$ cat src/rtl/rf_pkg.sv
`default_nettype none
// ============================================================================
// Module   : rf_pkg
// Purpose  : Shared constants, the word type and a range-check helper for
//            register_file and its read ports.
// Revision : 1.0 - initial release
// ============================================================================
package rf_pkg;

  localparam int RF_WIDTH     = 32;
  localparam int RF_DEPTH     = 32;
  localparam int RF_ZERO_ADDR = 0;

  typedef logic signed [RF_WIDTH-1:0] rf_word_t;

  // True when an address selects a physically present entry (no wrap-around)
  function automatic logic rf_in_range(input int unsigned addr, input int unsigned depth);
    return addr < depth;
  endfunction

endpackage
`default_nettype wire

$ cat src/rtl/rf_read_port.sv
`default_nettype none
// ============================================================================
// Module   : rf_read_port
// Purpose  : One combinational read port of register_file: address range
//            check, zero-register mask and optional write-first forwarding.
//            Build option: RF_BYPASS_EN enables Din -> data forwarding.
// Revision : 1.0 - initial release
// ============================================================================
module rf_read_port import rf_pkg::*; #(
  parameter int WIDTH    = RF_WIDTH,
  parameter int DEPTH    = RF_DEPTH,
  parameter int ZERO_REG = 1,
  localparam int AW      = (DEPTH > 1) ? $clog2(DEPTH) : 1
) (
  input  logic [AW-1:0]           addr,
  input  logic signed [WIDTH-1:0] mem [DEPTH],
`ifdef RF_BYPASS_EN
  input  logic                    rst,
  input  logic                    we,
  input  logic [AW-1:0]           wr_addr,
  input  logic signed [WIDTH-1:0] wr_data,
`endif
  output logic signed [WIDTH-1:0] data
);

  logic in_range;
  logic is_zero;

  assign in_range = rf_in_range(32'(addr), DEPTH);
  assign is_zero  = (ZERO_REG != 0) && (addr == AW'(RF_ZERO_ADDR));

  // Select stored word; out-of-range and zero-register reads return 0
  always_comb begin
    data = '0;
    if (in_range && !is_zero) begin
`ifdef RF_BYPASS_EN
      // A matching in-range, non-zero write forwards its data this cycle
      if (we && !rst && (wr_addr == addr))
        data = wr_data;
      else
        data = mem[addr];
`else
      data = mem[addr];
`endif
    end
  end

endmodule
`default_nettype wire

$ cat src/rtl/register_file.sv
`default_nettype none
// ============================================================================
// Module   : register_file
// Purpose  : DEPTH x WIDTH register file, one synchronous write port and two
//            combinational read ports, asynchronous active-high clear.
//            Build option: RF_BYPASS_EN selects write-first read behaviour.
// Revision : 1.0 - initial release
// ============================================================================
module register_file import rf_pkg::*; #(
  parameter int WIDTH    = RF_WIDTH,
  parameter int DEPTH    = RF_DEPTH,
  parameter int ZERO_REG = 1,
  localparam int AW      = (DEPTH > 1) ? $clog2(DEPTH) : 1
) (
  input  logic                    CLK,
  input  logic                    RST,
  input  logic                    WE,
  input  logic [AW-1:0]           Awr,
  input  logic signed [WIDTH-1:0] Din,
  input  logic [AW-1:0]           Ard1,
  input  logic [AW-1:0]           Ard2,
  output logic signed [WIDTH-1:0] Dout1,
  output logic signed [WIDTH-1:0] Dout2
);

  logic signed [WIDTH-1:0] mem [DEPTH];
  logic                    wr_ok;

  // Writes land only on present entries and never on the zero register
  assign wr_ok = WE && rf_in_range(32'(Awr), DEPTH) &&
                 !((ZERO_REG != 0) && (Awr == AW'(RF_ZERO_ADDR)));

  // Storage: async clear dominates any write in the same cycle
  always_ff @(posedge CLK or posedge RST) begin
    if (RST) begin
      for (int i = 0; i < DEPTH; i++)
        mem[i] <= '0;
    end else if (wr_ok) begin
      mem[Awr] <= Din;
    end
  end

  rf_read_port #(
    .WIDTH    (WIDTH),
    .DEPTH    (DEPTH),
    .ZERO_REG (ZERO_REG)
  ) u_rd1 (
    .addr    (Ard1),
    .mem     (mem),
`ifdef RF_BYPASS_EN
    .rst     (RST),
    .we      (WE),
    .wr_addr (Awr),
    .wr_data (Din),
`endif
    .data    (Dout1)
  );

  rf_read_port #(
    .WIDTH    (WIDTH),
    .DEPTH    (DEPTH),
    .ZERO_REG (ZERO_REG)
  ) u_rd2 (
    .addr    (Ard2),
    .mem     (mem),
`ifdef RF_BYPASS_EN
    .rst     (RST),
    .we      (WE),
    .wr_addr (Awr),
    .wr_data (Din),
`endif
    .data    (Dout2)
  );

endmodule
`default_nettype wire
$ cat config.mk
export PLATFORM = sky130hd
export DESIGN_NAME = register_file
export DESIGN_NICKNAME = d
export VERILOG_FILES = /design/src/rtl/rf_pkg.sv /design/src/rtl/rf_read_port.sv /design/src/rtl/register_file.sv
export SDC_FILE = /design/constraint.sdc
export NUM_CORES = 2
export LEC_CHECK = 0
export ABC_AREA = 1
export BUFFER_PORTS_ARGS = -buffer_cell sky130_fd_sc_hd__buf_2
export CORE_MARGIN = 4
export CORE_UTILIZATION = 52
export DETAILED_ROUTE_END_ITERATION = 6
export GPL_TIMING_DRIVEN = 1
export HOLD_SLACK_MARGIN = 0.12
export PLACE_DENSITY = 0.66
export SYNTH_ARGS = -nofsm -noshare
export SYNTH_HDL_FRONTEND = slang
export SYNTH_SLANG_ARGS = --single-unit
$ cat constraint.sdc
create_clock -name CLK -period 62.3 [get_ports CLK]
set_input_delay 6.23 -clock CLK [delete_from_list [all_inputs] [get_ports CLK]]
set_output_delay 6.23 -clock CLK [all_outputs]
set_load 0.01 [all_outputs]
Word-level counts from Yosys, hierarchy flattened
Index checks and enable logic that the tools add are counted.
{"block": "word_totals", "reg_bits": 1024, "input_bits": 50, "output_inout_bits": 64, "word_cells": 56}
{"block": "classes", "n_lt_le_gt_ge": 4, "muxes": 11, "n_bitwise": 3, "reduce_logical": 6}
{"op": "$bwmux 1024", "count": 1}
{"op": "$bmux 32 s5", "count": 2}
{"op": "$mux 32", "count": 7}
{"op": "$demux 32 s5", "count": 1}
{"op": "$ge 6x6->1 const B", "count": 3}
{"op": "$not 5->6", "count": 3}
{"op": "$logic_not 5->1", "count": 3}
{"op": "$lt 6x1->1 const B", "count": 1}
{"op": "$logic_and 1x1->1", "count": 2}
{"op": "$logic_not 1->1", "count": 1}

Depth between registers and ports, before layout
{"block": "depth", "word_depth": 6, "depth_mapped": 12, "depth_no_buf": 9}

Hierarchy
Synthesis repeated with hierarchy kept, for this count alone.
{"block": "hier_totals", "hier_cells": 9256, "area_unflattened_um2": 60185.2}
{"module": "register_file", "instances": 1, "cells_each": 4328, "area_each_um2": 38709.6, "seq_area_each_um2": 25624.6}
{"module": "rf_read_port", "instances": 2, "cells_each": 2464, "area_each_um2": 10737.8, "seq_area_each_um2": 0.0}

Least setup slack after synthesis
OpenSTA, ideal clock, no wires.
{"block": "synth_timing", "path_kind": "input to output", "startpoint": "in Ard2[0]", "endpoint": "out Dout2[17]", "arrival_time_ps": 7557, "required_time_ps": 56070, "slack_ps": 48513, "path_stages": 12, "n_path_buf": 4, "cell_sequence": "buf_2 buf_2 buf_2 clkbuf_1 nand2_1 nand3_1 nand3_1 nand2_1 nand2_1 nand3_1 nand2_1 nor2_1"}
{"block": "synth_via", "elab_chain_cells": 5, "word_cells_on_any_way": 6, "cone_classes": "mux: 4; bitwise: 1; reduce/logical: 1"}
{"item": "start, declared", "line": "register_file.sv:21", "text": "input logic [AW-1:0] Ard2,"}
{"item": "$not 5->6 (implied by the code)", "line": "rf_read_port.sv:43", "text": "data = mem[addr];"}
{"item": "$bmux 32 s5", "line": "rf_read_port.sv:43"}
{"item": "$mux 32 (implied by the code) (2 in a row)", "line": "rf_read_port.sv:43"}
{"item": "$mux 32 (*)", "line": "rf_read_port.sv:35", "text": "if (in_range && !is_zero) begin"}
{"item": "end, declared", "line": "register_file.sv:23", "text": "output logic signed [WIDTH-1:0] Dout2"}
Every way passes the cells marked *; elsewhere a longest branch is shown, timed or not. The select of a mux whose other input is x is not followed.

Worst setup path in the final report
{"block": "layout_timing", "startpoint": "in Ard1[0]", "endpoint": "out Dout1[6]"}
{"block": "layout_via", "elab_chain_cells": 5, "word_cells_on_any_way": 6, "cone_classes": "mux: 4; bitwise: 1; reduce/logical: 1"}
{"item": "start, declared", "line": "register_file.sv:20", "text": "input logic [AW-1:0] Ard1,"}
{"item": "$not 5->6 (implied by the code)", "line": "rf_read_port.sv:43"}
{"item": "$bmux 32 s5", "line": "rf_read_port.sv:43"}
{"item": "$mux 32 (implied by the code) (2 in a row)", "line": "rf_read_port.sv:43"}
{"item": "$mux 32 (*)", "line": "rf_read_port.sv:35"}
{"item": "end, declared", "line": "register_file.sv:22", "text": "output logic signed [WIDTH-1:0] Dout1,"}
Marked as above.

==> impl_metrics.toml <==
[timing]
clock_skew_ns = 0
setup_tns_ns = 0
slew-limit-headroom_pct = 15.0
drv_slew = 0
hold_viol = 0
worstMarginPinSlew_ns = 1.27
fmax_ghz = 0.0589
final.setup.worst_slack_ns = 45.31
period_share_pct = 27.3
rsz0062_at_grt = "no"
final.min_clock_period_ns = 16.99
setup_viol = 0
holdWs_ns = 0.398

[finish]
final_core_util_pct = 56.4
largest_reg_flops = 1024
final_area_sq_um = 60600
largest-register = "mem"
layout_commonest_cell = "nand2_1"
final_cell_mix = "nand2_1 (3334), nand3_1 (1362), dfrtp_1 (1024)"
syn_to_final_growth_pct = 7.41
fill_cells = 10400
multi_input_area_sq_um = 27700
layout-drive-gt1-share_pct = 5.34
seq_area_sq_um = 25600
fin_nets = 7904
reg_top3 = "mem (1024)"

[route]
antenna_left = 0
first_pass_iters = 7
drt-vias-per-instance = 6.08
vias = 56800
drc = 5
drt-initial-drc-count = 7028
post_drt_wl_per_cell_um = 22.9
postRouteWirelength_mm = 214

[placement]
placed_cell_area_sq_um = 56700
hpwl_mm = 105
portBuffers = 113
gp_congestion = 0.832
place_ws_ns = 45.60

[grt]
overflow = 0
grt_antenna_before_repair = 7
grt_pass1_wl_mm = 326
grt_max_degree = 183
first_global_vias = 53500
grtUsageTotal_pct = 37.2

[clock_tree]
htree_levels = 3
cts_resized = 0
cts_made_buffers = 114
clock_path_buffers = 3
clk_latency_ns = 0.72
cts_tree = "built"
cts.sink_count = 1024
path_clk_slew_ns = 0.06
clock-root-buffer = "clkbuf_16"
ctsHoldBuffers = 0
post_cts_buffers = 0

[critical_path]
crit_path_start_kind = "input pin"
crit_fanout = 144
worst_ep_required_time_ns = 56.07
cp.arrival_ns = 10.76
critical_path_class = "in -> out"
end_kind = "output pin"

[floorplanning]
ios = 114
die_h_um = 337
rows = 120
start_util_pct = 52.5
die_x_um = 337
fp.dieArea_sq_um = 114000
coreArea_sq_um = 107000

[yosys]
synth_cell_types = 18
yosysSeqAreaShare_pct = 45.4
ys_warn_count = 0
synth_mux_area_share_pct = 0
syn_nets = 8360
ys_ff_latch = 1024
synth_top_area_share_pct = 45.4
yosys.area_share.adder_pct = 0
synth_top_area_cell = "dfrtp_1"
synth_xor_xnor_area_share_pct = 0
avgSynthCellArea_sq_um = 6.79
synth_area_leaders = "dfrtp_1 (45%), nand2_1 (22%), nand3_1 (12%)"
synth_cells = 8310
yosys.area_share.simple_pct = 37.8
syn_area_sq_um = 56400
synth_top_family_by_area = "simple AND/OR/NAND/NOR gates"
synth-compound-area-share_pct = 11.0

[power]
pwr_density_cell_nw_per_um2 = 32.4
p_sw_share_pct = 31.9
p_leak_uw = 0.0289
clkPwrFrac_pct = 35.7
power_switching_uw = 626
ir_drop_uv = 25.1
pwr-share-seq_pct = 45.3
internal_power_uw = 1340
combinationalPowerShare_pct = 19.0

[hold_path]
hold_class = "reg -> reg"

[job]
drv_cap = 0

[outcome]
outcome = "complete, but fails checks"
violations = "DRC"
==> synthesized netlist by cell type <==
library cell	number
nand2_1	3360
dfrtp_1	1024
a21oi_1	254
o21ai_0	934
nor3_1	8
nor3b_1	1
o21ai_1	48
buf_1	57
buf_2	98
nor4_4	1
nor2_2	4
nor2_1	470
nor3_2	1
nand3_1	1364
inv_2	7
inv_1	72
clkbuf_1	604
clkinv_1	3
==> logic make-up after synthesis <==
logic type | Yosys count
AO/OA/AOI/OAI | 1236
flip-flops | 1024
AND/OR/NAND/NOR | 5209
buffers and inverters | 841
==> cell type report <==
cell class | instances | share of cell area, %
Antenna cell | 3 | 0.0124
Clock buffer | 170 | 5.66
Clock inverter | 38 | 0.725
Inverter | 82 | 0.595
Multi-Input combinational cell | 6445 | 45.8
Sequential cell | 1024 | 42.3
Tap cell | 1403 | 2.90
Timing Repair Buffer | 187 | 2.05
==> routing by layer <==
| metal | GRT usage [%] | up-vias | part of all wire [%] |
|---|---|---|---|
| met5 | 0 | - | 0.013 |
| met4 | 16.5 | 4 | 5.1 |
| met3 | 7.84 | 688 | 11 |
| met2 | 57.5 | 3412 | 43 |
| met1 | 50.8 | 26700 | 40 |
| li1 | - | 26000 | - |
==> per-stage QoR <==
| stage | power [uW] | cells |
|---|---|---|
| after global routing | 2070 | 9350 |
| after floorplan | 1160 | 8310 |
| after global placement | 1250 | 9141 |
| after detailed placement | 1260 | 9141 |
| after CTS | 1960 | 9349 |
| final | 1960 | 9352 |
==> power groups by stage <==
stage | combinational [uW] | clock, uW | sequential, uW
floorplan | 282 | 0 | 875
global placement | 357 | 0 | 894
detailed placement | 367 | 0 | 896
CTS | 368 | 705 | 886
global route | 428 | 733 | 906
finish | 373 | 700 | 889
==> critical path, cell delays in order <==
cell     delay, ns
buf_8         0.25
inv_8         0.79
buf_4         1.00
buf_4         0.92
nand2_1       0.11
nand3_1       0.11
nand3_1       0.09
nand2_1       0.10
nand2_1       0.05
nand3_1       0.14
nand2_1       0.06
nor2_1        0.38
buf_2         0.22
==> final timing paths <==
path	start	to	slack [ns]	depth (start not counted)
min in group asynchronous	RST	mem[771]	5.68	2
worst min-delay path	mem[1004]	mem[1004]	0.40	0
worst min register to register	mem[1004]	mem[1004]	0.40	0
max in group asynchronous	RST	mem[696]	53.58	5
worst max-delay path	Ard1[0]	Dout1[6]	45.31	13
worst max register to register	mem[727]	mem[727]	61.50	2
(Power assumes the default switching activity.)
